`src/rtl/io_sched_pkg.sv`:
```
// rtl/io_sched_pkg.sv - shared state type, STOP code and command-code decode for io_dev_sched
package io_sched_pkg;

  typedef enum logic [2:0] {
    IDLE = 3'd0,
    ARM  = 3'd1,
    WAIT = 3'd2,
    XFER = 3'd3,
    DONE = 3'd4
  } sched_state_e;

  localparam int         DEV_IDX_W = 2;
  localparam logic [4:0] STOP_CODE = 5'b10000;

  typedef struct packed {
    logic                 valid;
    logic [DEV_IDX_W-1:0] idx;
  } oc_dec_t;

  // 0100 typewriter, 0101 phototape, 0110 card, 0111 mag tape; all else invalid
  function automatic oc_dec_t oc_to_dev(input logic [3:0] oc);
    oc_dec_t d;
    d.valid = 1'b0;
    d.idx   = '0;
    case (oc)
      4'b0100: begin d.valid = 1'b1; d.idx = 2'd0; end
      4'b0101: begin d.valid = 1'b1; d.idx = 2'd1; end
      4'b0110: begin d.valid = 1'b1; d.idx = 2'd2; end
      4'b0111: begin d.valid = 1'b1; d.idx = 2'd3; end
      default: begin d.valid = 1'b0; d.idx = '0;   end
    endcase
    return d;
  endfunction

endpackage

```
`src/rtl/io_sched_tmo.sv`:
```
// rtl/io_sched_tmo.sv - saturating word-time counter with synchronous clear and expire flag
module io_sched_tmo #(
  parameter int TIMEOUT_WT = 16,
  parameter int CNT_W      = 8
) (
  input  logic clk,
  input  logic rst_n,
  input  logic i_clr,
  input  logic i_inc,
  output logic o_expire
);

  logic [CNT_W-1:0] r_cnt;

  // Holds at all-ones instead of wrapping so a long stall can never look fresh
  always_ff @(posedge clk or negedge rst_n) begin
    if (!rst_n) begin
      r_cnt <= '0;
    end else if (i_clr) begin
      r_cnt <= '0;
    end else if (i_inc && (r_cnt != {CNT_W{1'b1}})) begin
      r_cnt <= r_cnt + CNT_W'(1);
    end
  end

  assign o_expire = (r_cnt >= CNT_W'(TIMEOUT_WT));

endmodule

```
`src/rtl/io_dev_sched.sv`:
```
// rtl/io_dev_sched.sv - I/O device scheduler: decodes OC, grants one bridge, moves one char per word time
// Optional timeout path enabled by defining G15_IO_SCHED_TIMEOUT_EN.
module io_dev_sched
  import io_sched_pkg::*;
#(
  parameter int NDEV       = 4,
  parameter int CHAR_W     = 5,
  parameter int TIMEOUT_WT = 16
) (
  input  logic                   CLOCK,
  input  logic                   rst_n,
  input  logic                   T0,
  input  logic                   cmd_valid,
  input  logic [3:0]             OC,
  input  logic [NDEV-1:0]        dev_req,
  input  logic [NDEV*CHAR_W-1:0] dev_char,
  input  logic                   char_taken,
  output logic [NDEV-1:0]        grant,
  output logic [NDEV-1:0]        dev_ack,
  output logic [CHAR_W-1:0]      char_out,
  output logic                   char_valid,
  output logic                   busy,
  output logic                   done,
  output logic                   err
);

  sched_state_e         r_state;
  sched_state_e         w_state_nxt;
  logic                 r_cmd_d;
  logic [DEV_IDX_W-1:0] r_sel;
  logic [CHAR_W-1:0]    r_char;
  logic                 r_err;

  oc_dec_t              w_dec;
  logic                 w_rise;
  logic                 w_load;
  logic                 w_capture;
  logic                 w_err_set;
  logic                 w_err_clr;
  logic                 w_expire;
  logic                 w_req_sel;
  logic [CHAR_W-1:0]    w_char_sel;
  logic [NDEV-1:0]      w_sel_oh;
  logic                 w_granted;

  assign w_dec      = oc_to_dev(OC);
  assign w_rise     = cmd_valid && !r_cmd_d;
  assign w_req_sel  = dev_req[r_sel];
  assign w_char_sel = dev_char[int'(r_sel)*CHAR_W +: CHAR_W];
  assign w_sel_oh   = {{(NDEV-1){1'b0}}, 1'b1} << r_sel;

`ifdef G15_IO_SCHED_TIMEOUT_EN
  logic w_tmo_clr;
  logic w_tmo_inc;

  // Only missed word times inside WAIT count; any other state restarts the count
  assign w_tmo_clr = (r_state != WAIT);
  assign w_tmo_inc = (r_state == WAIT) && T0 && !w_req_sel;

  io_sched_tmo #(
    .TIMEOUT_WT(TIMEOUT_WT),
    .CNT_W     (8)
  ) u_tmo (
    .clk     (CLOCK),
    .rst_n   (rst_n),
    .i_clr   (w_tmo_clr),
    .i_inc   (w_tmo_inc),
    .o_expire(w_expire)
  );
`else
  assign w_expire = 1'b0;
`endif

  always_ff @(posedge CLOCK or negedge rst_n) begin
    if (!rst_n) begin
      r_state <= IDLE;
      r_cmd_d <= 1'b0;
      r_sel   <= '0;
      r_char  <= '0;
      r_err   <= 1'b0;
    end else begin
      r_state <= w_state_nxt;
      r_cmd_d <= cmd_valid;
      if (w_load) begin
        r_sel <= w_dec.idx;
      end
      if (w_capture) begin
        r_char <= w_char_sel;
      end
      if (w_err_set) begin
        r_err <= 1'b1;
      end else if (w_err_clr) begin
        r_err <= 1'b0;
      end
    end
  end

  // Abort (cmd_valid low) outranks everything except a same-cycle char_taken ack
  always_comb begin
    w_state_nxt = r_state;
    w_load      = 1'b0;
    w_capture   = 1'b0;
    w_err_set   = 1'b0;
    w_err_clr   = 1'b0;
    case (r_state)
      IDLE: begin
        if (w_rise) begin
          w_err_clr = 1'b1;
          if (w_dec.valid) begin
            w_load      = 1'b1;
            w_state_nxt = ARM;
          end else begin
            w_err_set = 1'b1;
          end
        end
      end
      ARM: begin
        if (!cmd_valid) begin
          w_state_nxt = IDLE;
        end else if (T0) begin
          w_state_nxt = WAIT;
        end
      end
      WAIT: begin
        if (!cmd_valid) begin
          w_state_nxt = IDLE;
        end else if (w_expire) begin
          w_err_set   = 1'b1;
          w_state_nxt = IDLE;
        end else if (T0 && w_req_sel) begin
          w_capture   = 1'b1;
          w_state_nxt = XFER;
        end
      end
      XFER: begin
        if (!cmd_valid) begin
          w_state_nxt = IDLE;
        end else if (char_taken) begin
          w_state_nxt = (r_char == CHAR_W'(STOP_CODE)) ? DONE : WAIT;
        end
      end
      DONE: begin
        w_state_nxt = IDLE;
      end
      default: begin
        w_state_nxt = IDLE;
      end
    endcase
  end

  assign w_granted  = (r_state == ARM) || (r_state == WAIT) || (r_state == XFER);
  assign grant      = w_granted ? w_sel_oh : '0;
  assign dev_ack    = ((r_state == XFER) && char_taken) ? w_sel_oh : '0;
  assign char_out   = r_char;
  assign char_valid = (r_state == XFER);
  assign busy       = (r_state != IDLE);
  assign done       = (r_state == DONE);
  assign err        = r_err;

endmodule

```
`config.mk`:
```
export PLATFORM = sky130hd
export DESIGN_NAME = io_dev_sched
export DESIGN_NICKNAME = d
export VERILOG_FILES = /design/src/rtl/io_sched_pkg.sv /design/src/rtl/io_sched_tmo.sv /design/src/rtl/io_dev_sched.sv
export SDC_FILE = /design/constraint.sdc
export NUM_CORES = 1
export LEC_CHECK = 0
export BUFFER_PORTS_ARGS = -buffer_cell sky130_fd_sc_hd__buf_4
export CAP_MARGIN = 20
export CORE_ASPECT_RATIO = 0.75
export CORE_MARGIN = 2
export CORE_UTILIZATION = 40
export DETAILED_ROUTE_END_ITERATION = 10
export PLACE_DENSITY = 0.75
export REMOVE_ABC_BUFFERS = 1
export SLEW_MARGIN = 20
export SYNTH_ARGS = -nofsm -noshare
export SYNTH_HDL_FRONTEND = slang
export SYNTH_SLANG_ARGS = --single-unit
```
`constraint.sdc`:
```
create_clock -name CLOCK -period 1.7 [get_ports CLOCK]
set_input_delay 0.34 -clock CLOCK [delete_from_list [all_inputs] [get_ports CLOCK]]
set_output_delay 0.34 -clock CLOCK [all_outputs]
set_load 0.05 [all_outputs]
```
==> metrics.txt <==
Crit Path Max Fanout 4; initial antenna violation count 0; Logic pwr share 66.9%; Core ar. 1962 um2; top-count cell post-synth dfrtp_1; max layer used met4; Synth cell types 29; CP peak stage delay 0.44 ns; Internal Power 0.001271 W; placed cell count 146; synthesized area per cell 11.24 um2; leading area contributor after synthesis dfrtp_1; Layout Utilization 74.17%; WL met3 158 um; DP HPWL 1577 um; Chip Height 42.96 um; crit-path cells buf_6 > or3_4 > buf_8; fmax 581.0 MHz; EDFF count, synth 0; reg2reg setup slack 0.06 ns; CP Buf/Inv Count 2; WHS Endpoint r_cmd_d; Hold Vio Cnt, Final 0; yosys warns 0; diode count 0; die area 2403 um2; Synth top area share 37.09%; total of max-cap violations 0; CP arrival 1.38 ns; FP Rows 14; Min Hold Slack 0.2271 ns; Max VDD drop 1.358 mV; Area Overhead vs Synth 79.75%; failing checks negative setup slack; die width 55.95 um; Via density 5.241; Worst Skew 0.007606 ns; hold depth 1; Post-Synth Adder-Cell Area 0%; post-route minimum period 1.721 ns; clk sinks 12; Starting Density 41.26%; Clock power frac 10.1%; WL/cell 15.30 um; post-route ant nets 0; CP required 1.36 ns; Crit. End Element primary output; crit path launch type register; latest clock arrival within the worst-skew pair 0.28 ns; met2 WL 1197 um; IO Port Bufs 49; Design Power 0.002334 W; first-pass GRT wire length 3601 um; GRT Total Usage 20.12%; synth top area cells dfrtp_1, mux4_2, mux2_2, nor2_1, nand2b_1; Pre-Repair DR Iteration Count 3; RSZ-0062 raised after global routing yes; Congestion Overflow GR 0; DR DRC count 0; cts bufs inserted 3; XOR/XNOR Fraction of Synth Area 0%; setup violators final 3; Gate Count Post-Synth 72; Netlist Area Pre-Place 809.5 um2; Clk pin slew, worst setup/hold paths 0.09 ns; nets 168; Root Buffer Master clkbuf_4; simple-gate portion of the synthesized area 24.88%; CTS tree done; flops & latches, synth 12; Compound-Gate Fraction of Synth Area 7.110%; number of H-tree levels 1; ys flop type dfrtp_1; largest net degree at the start of global routing 14; Worst R2R Path Depth 4; Pins Over Slew Limit 0; status finished, violations left; most frequent cells after synthesis dfrtp_1, nor2_1, nand2_1; Hold Startpoint cmd_valid; layout cells sized above 1 71.64%; worst rel slew slack 78.51%; Hold Path Class primary input to register; Final Cycle Share 101.3%; Power per Cell Area 1604 nW/um2; mux cell area share after synthesis 27.05%; initial drt markers 16; largest family of logic cells by synthesized area multiplexers; setup TNS -0.03564 ns; final worst-path setup slack -0.02131 ns; part of the power in registers 23.1%; number of global-route vias before repair 782; Async S/R FF share, synth 100.0%; Pleak 0.6888 nW; register area share after synthesis 37.09%; Slowest-stage cell, CP dfrtp_2; WS Path Type register to primary output; Ports 50; Net Sw Frac 45.55%; Worst R2R End char_out[0]; slew of the pin with the lowest slew margin 0.3215 ns; delay-heaviest family, CP flip-flops; Reg-to-Reg Start r_sel[0]; DRT Wirelength 2417 um; via count 828; Max clock buf depth 2; wl on met1 1035 um; NetSw 0.001063 W; fin cells 158; Placer Congestion 0.7721
repair_timing:
item | 4_1_cts | 5_1_grt
gates cloned | 0 | 0
gates resized for setup | 25 | 17
setup buffers | 5 | 2
pin swaps | 4 | 2
setup endpoints to repair | 9 | 13
hold buffers | 1 | 0
endpoints found under the hold margin | 12 | 0
how the worst max path moves through the flow:
| stage | startpoint | endpoint | slack [ns] | cells past startpoint |
|---|---|---|---|---|
| floorplan | r_state[0] | dev_ack[0] | -1.17 | 4 |
| global placement | r_sel[0] | char_out[1] | 0.05 | 4 |
| detailed placement | r_sel[0] | char_out[4] | 0.03 | 4 |
| CTS | r_state[0] | busy | -0.04 | 3 |
| global route | r_state[1] | busy | -0.07 | 3 |
| finish | r_state[1] | busy | -0.02 | 3 |
power groups by stage:
stage	registers [W]	clock network [W]	logic, W
after floorplan	0.000741	0	0.000601
after global placement	0.000540	0	0.00117
after detailed placement	0.000546	0	0.00117
after CTS	0.000532	0.000245	0.00142
after global routing	0.000555	0.000256	0.00163
final	0.000538	0.000235	0.00156
cells in the final DEF (no fill, tap or decap), types with 4 or more instances in the layout:
cell	n
mux4_2	5
nand2_1	5
buf_8	4
dfrtp_1	8
nor2_4	4
mux2_2	5
buf_4	47
buf_6	8
per-layer routing:
metal	global-route usage, %	vias to the layer above
li1	-	395
met1	26.74	401
met2	30.24	30
met3	8.232	2
met4	6.190	0
met5	0	-
logic make-up (layout without fill, tap and decap cells):
| kind of cell | after synthesis | after routing |
|---|---|---|
| AOI/OAI and AO/OA | 8 | 8 |
| buffers and inverters | 3 | 65 |
| DFF | 12 | 12 |
| muxes | 14 | 14 |
| and+or+nand+nor | 35 | 35 |
state kept, by name (all words and copies together), names as in the netlist:
signal    count
err           1
r_sel         2
char_out      5
r_cmd_d       1
r_state       3
stage by stage:
stage	instance area (um2)	setup WS, ns
final	1455	-0.02131
after global routing	1455	-0.07246
after CTS	1375	-0.04009
after detailed placement	1202	0.03317
after global placement	1202	0.04568
after floorplan	782.0	-1.172
cell type report:
cell class / count / area, um2
Multi-Input combinational cell: 57 / 564.3
Timing Repair Buffer: 60 / 513.0
Fill cell: 139 / 506.7
Sequential cell: 12 / 307.8
Clock buffer: 4 / 36.28
Tap cell: 24 / 30.03
Inverter: 1 / 3.754
Note: power is estimated with default switching activity, not from simulation.
